**src/rtl/tot_multi_trigger.sv**
```systemverilog
// tot_multi_trigger
//   Time-over-Threshold station trigger for NCH PMT channels. Per-channel
//   sample and integral streams arrive at the full CLK120 rate. The trigger
//   logic advances once every DOWNSAMPLE clocks, on the strobe cycle.
//
//   Pipeline, one stage per strobe:
//     S1  register ADC / INTEGRAL / THRES / UP
//     S2  per-channel hit: THRES < ADC <= UP, gated by TRIG_ENABLE
//     S3  sliding window of hits plus a running occupancy count
//     S4  per-channel qualified flag (occupancy and integral both above limit)
//     S5  multiplicity / holdoff decision, rising-edge pulse on TRIG
//
//   The block has no handshakes. Inputs are sampled on every strobe, and
//   outputs are registered.
//
// Ports
//   CLK120        clock, rising edge
//   RESET         synchronous, active-high
//   ADC           NCH*ADC_W samples, channel i at [i*ADC_W +: ADC_W]
//   INTEGRAL      NCH*INT_W running integrals, same packing
//   THRES         NCH*ADC_W lower threshold (exclusive)
//   UP            NCH*ADC_W upper limit (inclusive)
//   TRIG_ENABLE   NCH per-channel enable
//   MULTIPLICITY  channels required, 0 disables the trigger
//   OCCUPANCY     occupancy must exceed this value
//   INT           integral must exceed this value
//   HOLDOFF       strobes blocked after a trigger
//   TRIG          one-CLK120-cycle trigger pulse
//   SB_STATUS     per-channel qualified flag
module tot_multi_trigger #(
  parameter int NCH        = 3,
  parameter int ADC_W      = 12,
  parameter int INT_W      = 19,
  parameter int WIDTH      = 120,
  parameter int OCC_W      = 8,
  parameter int DOWNSAMPLE = 3,
  parameter int HOLD_W     = 8
) (
  input  logic                 CLK120,
  input  logic                 RESET,
  input  logic [NCH*ADC_W-1:0] ADC,
  input  logic [NCH*INT_W-1:0] INTEGRAL,
  input  logic [NCH*ADC_W-1:0] THRES,
  input  logic [NCH*ADC_W-1:0] UP,
  input  logic [NCH-1:0]       TRIG_ENABLE,
  input  logic [3:0]           MULTIPLICITY,
  input  logic [OCC_W-1:0]     OCCUPANCY,
  input  logic [INT_W-1:0]     INT,
  input  logic [HOLD_W-1:0]    HOLDOFF,
  output logic                 TRIG,
  output logic [NCH-1:0]       SB_STATUS
);

  localparam int PH_W = 2;
  localparam logic [PH_W-1:0] PH_LAST = PH_W'(DOWNSAMPLE - 1);

  logic [PH_W-1:0]             phase;
  logic                        strobe;

  logic [NCH-1:0][ADC_W-1:0]   s1_adc, s1_thr, s1_up;
  logic [NCH-1:0][INT_W-1:0]   s1_int, s2_int, s3_int;
  logic [NCH-1:0]              hit_c, hit;
  logic [NCH-1:0][WIDTH-1:0]   win;
  logic [NCH-1:0][OCC_W-1:0]   occ;
  logic [NCH-1:0]              sb;
  logic [HOLD_W-1:0]           hold;
  logic                        cond, cond_prev;
  logic [3:0]                  pop;
  logic                        trig_r;

  assign strobe = (phase == '0);

  always_comb begin
    hit_c = '0;
    for (int i = 0; i < NCH; i++) begin
      hit_c[i] = (s1_thr[i] < s1_adc[i]) && (s1_adc[i] <= s1_up[i]) && TRIG_ENABLE[i];
    end
  end

  always_comb begin
    pop = '0;
    for (int i = 0; i < NCH; i++) begin
      pop = pop + {3'b000, sb[i]};
    end
    cond = (pop >= MULTIPLICITY) && (MULTIPLICITY != 4'd0) && (hold == '0);
  end

  always_ff @(posedge CLK120) begin
    if (RESET) begin
      phase     <= '0;
      s1_adc    <= '0;
      s1_thr    <= '0;
      s1_up     <= '0;
      s1_int    <= '0;
      s2_int    <= '0;
      s3_int    <= '0;
      hit       <= '0;
      win       <= '0;
      occ       <= '0;
      sb        <= '0;
      hold      <= '0;
      cond_prev <= 1'b0;
      trig_r    <= 1'b0;
    end else begin
      // TRIG is a single CLK120 cycle wide even when DOWNSAMPLE > 1.
      trig_r <= 1'b0;
      phase  <= (phase == PH_LAST) ? '0 : phase + PH_W'(1);
      if (strobe) begin
        for (int i = 0; i < NCH; i++) begin
          s1_adc[i] <= ADC[i*ADC_W +: ADC_W];
          s1_thr[i] <= THRES[i*ADC_W +: ADC_W];
          s1_up[i]  <= UP[i*ADC_W +: ADC_W];
          s1_int[i] <= INTEGRAL[i*INT_W +: INT_W];
          s2_int[i] <= s1_int[i];
          s3_int[i] <= s2_int[i];
          sb[i]     <= (occ[i] > OCCUPANCY) && (s3_int[i] > INT);
        end
        hit       <= hit_c;
        cond_prev <= cond;
        trig_r    <= cond && !cond_prev;
        if (cond) begin
          // A trigger clears every window, overriding this strobe's shift.
          win  <= '0;
          occ  <= '0;
          hold <= HOLDOFF;
        end else begin
          if (hold != '0) hold <= hold - HOLD_W'(1);
          for (int i = 0; i < NCH; i++) begin
            win[i] <= {win[i][WIDTH-2:0], hit[i]};
            // The count tracks the window contents exactly, so it stays
            // within 0..WIDTH without any saturation logic.
            if (hit[i] && !win[i][WIDTH-1])
              occ[i] <= occ[i] + OCC_W'(1);
            else if (!hit[i] && win[i][WIDTH-1])
              occ[i] <= occ[i] - OCC_W'(1);
          end
        end
      end
    end
  end

  assign TRIG      = trig_r;
  assign SB_STATUS = sb;

endmodule
```
**config.mk**
```make
export PLATFORM = sky130hd
export DESIGN_NAME = tot_multi_trigger
export DESIGN_NICKNAME = d
export VERILOG_FILES = /design/src/rtl/tot_multi_trigger.sv
export SDC_FILE = /design/constraint.sdc
export NUM_CORES = 2
export LEC_CHECK = 0
export CAP_MARGIN = 0
export CELL_PAD_IN_SITES_DETAIL_PLACEMENT = 1
export CELL_PAD_IN_SITES_GLOBAL_PLACEMENT = 2
export CORE_MARGIN = 2
export CORE_UTILIZATION = 41
export DETAILED_ROUTE_END_ITERATION = 10
export DONT_BUFFER_PORTS = 1
export PLACE_DENSITY = 0.8
export SLEW_MARGIN = 20
export SYNTH_ARGS = -nofsm -noshare
export SYNTH_HDL_FRONTEND = slang
export SYNTH_SLANG_ARGS = --single-unit
```
**constraint.sdc**
```tcl
create_clock -name CLK120 -period 3.1 [get_ports CLK120]
set_input_delay 0.93 -clock CLK120 [delete_from_list [all_inputs] [get_ports CLK120]]
set_output_delay 0.93 -clock CLK120 [all_outputs]
set_load 0.05 [all_outputs]
```
# Word-level counts from Yosys, hierarchy flattened

Index checks and enable logic that the tools add are counted.
W data, S select, Z words.

Bitwise logic cells: 1
Equality and inequality tests: 1
Order comparisons: 13
Mux-type cells: 10
Add/sub/neg operators: 10
Reductions and logical operators: 39

Operators by type and width:

| operator              | number |
|---|---|
| $mux W360             | 1 |
| $mux W8               | 8 |
| $gt A19 B19 Y1        | 3 |
| $le A12 B12 Y1        | 3 |
| $lt A12 B12 Y1        | 3 |
| $sub A8 B1 Y8 const B | 4 |
| $add A8 B1 Y8 const B | 3 |
| $gt A8 B8 Y1          | 3 |
| $mux W24              | 1 |
| $logic_and A1 B1 Y1   | 18 |
| $reduce_bool A3 Y1    | 3 |
| $logic_not A8 Y1      | 1 |
| $reduce_and A2 Y1     | 4 |
| $reduce_bool A8 Y1    | 1 |
| $logic_not A1 Y1      | 7 |
| $ge A3 B4 Y1          | 1 |
| $reduce_bool A4 Y1    | 1 |
| $reduce_or A2 Y1      | 2 |
| $add A2 B1 Y3         | 1 |
| $add A1 B1 Y2         | 1 |
| $add A2 B1 Y2 const B | 1 |
| $eq A2 B2 Y1 const B  | 1 |
| $logic_not A2 Y1      | 1 |
| $reduce_bool A2 Y1    | 1 |
| $not A1 Y1            | 1 |

Register bits: 681
Output and inout bits: 4
Bits of input ports: 209
Logic and storage cells: 104

# Longest topological paths before layout

Word-level depth: 7
Depth in mapped cells: 11

# Worst setup path before layout

OpenSTA, ideal clock, no wires.

Path type: register -> register
Start point: register sb[0], in the netlist SB_STATUS[0]
End point: register occ[22] in the netlist's numbering
Path buffers: 0
Stages on the path, launching flop included: 10
Slack: 0.290 ns
Arrival time: 2.748 ns
Cells stage by stage: dfxtp_1 > inv_1 > fa_1 > ha_1 > nand2b_1 > a21oi_2 > nor3_4 > nor2_1 > or4b_1 > nand3_1

Word-level cells in the longest chain between the ends: 7
Elaborated cells on any way between the ends: 8
Classes of those cells: add/sub: 2; order compare: 1; mux: 1; reduce/logical: 4

Ends and longest elaborated chain:

| item                                | line | source |
|---|---|---|
| start, declared                     | 65   | `logic [NCH-1:0] sb;` |
| start signal, assigned by index     | 116  | `sb[i] <= (occ[i] > OCCUPANCY) && (s3_int[i] > INT);` |
| $add A1 B1 Y2 *                     | 83   | `pop = pop + {3'b000, sb[i]};` |
| $add A2 B1 Y3 *                     | 83   |  |
| $ge A3 B4 Y1 *                      | 85   | `cond = (pop >= MULTIPLICITY) && (MULTIPLICITY != 4'd0) && (hold == '0);` |
| $logic_and A1 B1 Y1 * (2 in series) | 85   |  |
| $reduce_bool A3 Y1 (no line)        | --   |  |
| $reduce_and A2 Y1 (no line)         | --   |  |
| end signal, assigned by index       | 133  | `occ[i] <= occ[i] + OCC_W'(1);` |
| end signal, assigned by index       | 135  | `occ[i] <= occ[i] - OCC_W'(1);` |
| end, declared                       | 64   | `logic [NCH-1:0][OCC_W-1:0] occ;` |

Mark *: on every way between the ends. The rest lies on a longest branch, timed or not.
A chain may end at the register's enable or synchronous reset.

# Final worst setup path

Start point: register sb[0], in the netlist SB_STATUS[0]
End point: register occ[6] in the netlist's numbering

The elaborated chain is that of the path after synthesis.

==> insert_results.sql <==
INSERT INTO impl_metrics (metric_group, metric, value, unit) VALUES
('outcome', 'outcome', 'finished, final reports clean', ''),
('logic_synthesis', 'syn-num-nets', '3218', ''),
('critical_path', 'timing.rr.start', 'SB_STATUS[0]$_SDFFE_PP0P_', ''),
('min_path', 'hold_start', 'RESET', ''),
('power', 'netSwitchingFraction', '28.6', '%'),
('critical_path', 'crit_path_cell_trace', 'inv_1 > fa_1 > ha_1 > nand2b_1 > a21oi_2 > nor3_4 > buf_4 > nor2_1 > or4b_1 > nand3_1', ''),
('clock_network', 'tritoncts_clock_tree', 'done', ''),
('critical_path', 'reg2reg_slack', '0.22', 'ns'),
('route', 'via_count', '19081', ''),
('power', 'power.internal', '16.8', 'mW'),
('critical_path', 'worst-setup-path-type', 'reg2reg', ''),
('power', 'vdd.ir_drop.worst', '0.441', 'mV'),
('power', 'pwr-share-seq', '41.2', '%'),
('route', 'dr.first_iter.drc_count', '784', ''),
('clock_network', 'cts_hold_buffers', '0', ''),
('final_layout', 'fraction_of_layout_instances_using_a_drive_strength_above_1', '5.64', '%'),
('route', 'wl_per_cell', '17.0', 'um'),
('grt', 'global_router_s_overall_resource_usage', '17.9', '%'),
('logic_synthesis', 'netlist_instances', '2832', ''),
('sta', 'setup_violations', '0', ''),
('min_path', 'hold_path.class', 'in2reg', ''),
('power', 'total_leakage_power', '14.9', 'nW'),
('grt', 'via_count_of_the_first_global_routing_pass', '19922', ''),
('critical_path', 'worst_path_buffer_plus_inverter_count', '2', ''),
('min_path', 'worst_hold_path.endpoint', 's1_int[19]$_SDFFE_PP0P_', ''),
('critical_path', 'crit-reg2reg-capture', 'occ[6]$_SDFFE_PP0P_', ''),
('sta', 'hold_violations', '0', ''),
('logic_synthesis', 'netlist_area', '0.0285', 'mm^2'),
('final_layout', 'mostFrequentLayoutCells', 'sky130_fd_sc_hd__nor2_1 (692), sky130_fd_sc_hd__dfxtp_1 (681), sky130_fd_sc_hd__mux2i_1 (644), sky130_fd_sc_hd__ha_1 (172), sky130_fd_sc_hd__inv_1 (128)', ''),
('logic_synthesis', 'synth-edff-count', '0', ''),
('final_layout', 'instances_no_fill', '3786', ''),
('final_layout', 'layout.cells.most_common', 'sky130_fd_sc_hd__nor2_1', ''),
('sta', 'fmax', '347', 'MHz'),
('floorplanning', 'design.die.area', '0.0715', 'mm^2'),
('route', 'drcViolationCount', '0', ''),
('clock_network', 'clock_sink_count', '681', ''),
('floorplanning', 'chipWidth', '267', 'um'),
('clock_network', 'clock-root-buffer', 'sky130_fd_sc_hd__clkbuf_16', ''),
('route', 'dr.pass1.iters', '4', ''),
('floorplanning', 'top_level_ports', '213', ''),
('grt', 'global_route_wire_length_before_repair', '104000', 'um'),
('clock_network', 'cts-root-to-sink-buffers', '3', ''),
('clock_network', 'number_of_buffers_inserted_during_clock_tree_synthesis', '76', ''),
('sta', 'total_negative_slack', '0', 'ns'),
('sta', 'worst_slew_pin_slew', '0.862', 'ns'),
('floorplanning', 'initial_util', '41.4', '%'),
('logic_synthesis', 'ys_seq_elements', '681', ''),
('route', 'drt-total-wl', '64400', 'um'),
('route', 'viasPerCell', '5.04', ''),
('power', 'p_comb_share', '21.1', '%'),
('critical_path', 'worst_path_max_delay_cell', 'sky130_fd_sc_hd__fa_1', ''),
('power', 'power_density', '737', 'mW/mm^2'),
('min_path', 'hold-path-cell-count', '1', ''),
('floorplanning', 'core.rowCount', '96', ''),
('final_layout', 'n_fill_cell', '7610', ''),
('floorplanning', 'core', '0.0687', 'mm^2'),
('critical_path', 'r2r.worst_path.cells', '10', ''),
('sta', 'slew-limit-headroom', '42.6', '%'),
('critical_path', 'worst_path_dominant_cell_family', 'simple AND/OR/NAND/NOR gates', ''),
('critical_path', 'timing.critical_path.to_type', 'flop', ''),
('critical_path', 'startpoint_type', 'flop', ''),
('place', 'place_inst', '3649', ''),
('critical_path', 'slowest_delay', '0.64', 'ns'),
('clock_network', 'clock_transition_at_the_register_clock_pins_on_the_worst_setup_and_hold_paths_after_cts', '0.06', 'ns'),
('power', 'switching_power', '6.70', 'mW'),
('job', 'drv_cap', '0', ''),
('sta', 'final_critical_path_time_including_i_o_delays_and_setup', '2.88', 'ns'),
('grt', 'grt_max_degree', '323', ''),
('place', 'routability_cong', '0.812', ''),
('logic_synthesis', 'synth_seq_area_share', '47.9', '%'),
('route', 'drt.antenna.violating_nets', '0', '');
## power groups by stage
stage	clock network [mW]	registers, mW	logic [mW]
global route	9.48	9.72	5.48
global placement	0	9.83	4.78
floorplan	0	9.70	4.12
CTS	9.12	9.67	5.01
finish	8.84	9.67	4.96
detailed placement	0	9.86	4.98
## per-layer routing
metal | vias to the layer above | track usage [%] | wire length [um]
li1 | 9569 | - | -
met1 | 9181 | 21.8 | 28900
met2 | 222 | 31.5 | 31400
met3 | 107 | 3.75 | 2400
met4 | 2 | 5.75 | 1650
met5 | - | 0 | 16
## Yosys cell counts (all sizes together) (9+ instances only)
master	count	area share, %
ha	173	7.6
a211oi	13	0.34
clkbuf	68	0.90
dfxtp	681	48
xnor2	9	0.28
inv	128	1.7
nor2	694	9.2
buf	83	1.5
a21oi	51	0.91
o31ai	9	0.24
nand3	23	0.40
o211ai	16	0.42
nor3	14	0.29
nor2b	23	0.51
nand2	19	0.26
mux2i	644	23
a21o	40	1.1
nand4	24	0.58
o21ai	26	0.46
## registers in the layout, indices dropped and copies added, names as in the netlist, 3 cells and up
| signal | flops |
|---|---|
| s1_adc | 36 |
| s2_int | 57 |
| hit | 3 |
| occ | 24 |
| s1_thr | 36 |
| s1_up | 36 |
| SB_STATUS | 3 |
| hold | 8 |
| win | 360 |
| s1_int | 57 |
| s3_int | 57 |
## area by class of cell
cell class | instances | area, um^2 | share of cell area, %
well taps | 931 | 1160 | 3.66
diodes | 1 | 2.50 | 0.00786
flip-flops and latches | 681 | 13600 | 42.8
repair buffers | 37 | 428 | 1.34
multi-input cells | 1873 | 13700 | 42.9
clock buffers | 115 | 2230 | 7.00
inverters | 128 | 480 | 1.51
clock inverters | 20 | 229 | 0.719
## how the worst max path moves through the flow
| stage | startpoint | endpoint | slack [ns] | cells past startpoint |
|---|---|---|---|---|
| global placement | SB_STATUS[0]$_SDFFE_PP0P_ | win[109]$_SDFFE_PP0P_ | 0.24 | 9 |
| finish | SB_STATUS[0]$_SDFFE_PP0P_ | occ[6]$_SDFFE_PP0P_ | 0.22 | 10 |
| detailed placement | SB_STATUS[0]$_SDFFE_PP0P_ | win[45]$_SDFFE_PP0P_ | 0.18 | 9 |
| global route | SB_STATUS[0]$_SDFFE_PP0P_ | occ[6]$_SDFFE_PP0P_ | 0.02 | 10 |
| CTS | SB_STATUS[0]$_SDFFE_PP0P_ | win[280]$_SDFFE_PP0P_ | 0.15 | 9 |
| floorplan | SB_STATUS[0]$_SDFFE_PP0P_ | occ[22]$_SDFFE_PP0P_ | 0.29 | 9 |
## metrics by stage
| step | hold WS [ns] | area (um^2) | worst slack (ns) |
|---|---|---|---|
| global route | 0.375 | 31800 | 0.0216 |
| CTS | 0.379 | 31800 | 0.146 |
| detailed placement | 0.414 | 29400 | 0.181 |
| floorplan | 0.400 | 28500 | 0.290 |
| global placement | 0.408 | 29400 | 0.245 |
| finish | 0.416 | 31800 | 0.220 |
## cells by family (layout without fill, tap and decap cells)
kind of cell,after synthesis,in the layout,synth area share (%)
AND/OR/NAND/NOR,839,839,12.3
flip-flops,681,681,47.9
multiplexers,645,645,22.7
buffers and inverters,279,300,4.12
AO/OA/AOI/OAI,199,200,4.69
adder cells (fa/ha/maj),177,177,7.89
XOR/XNOR,12,12,0.369
other,0,1,0
Note: power is estimated with default switching activity, not from simulation.
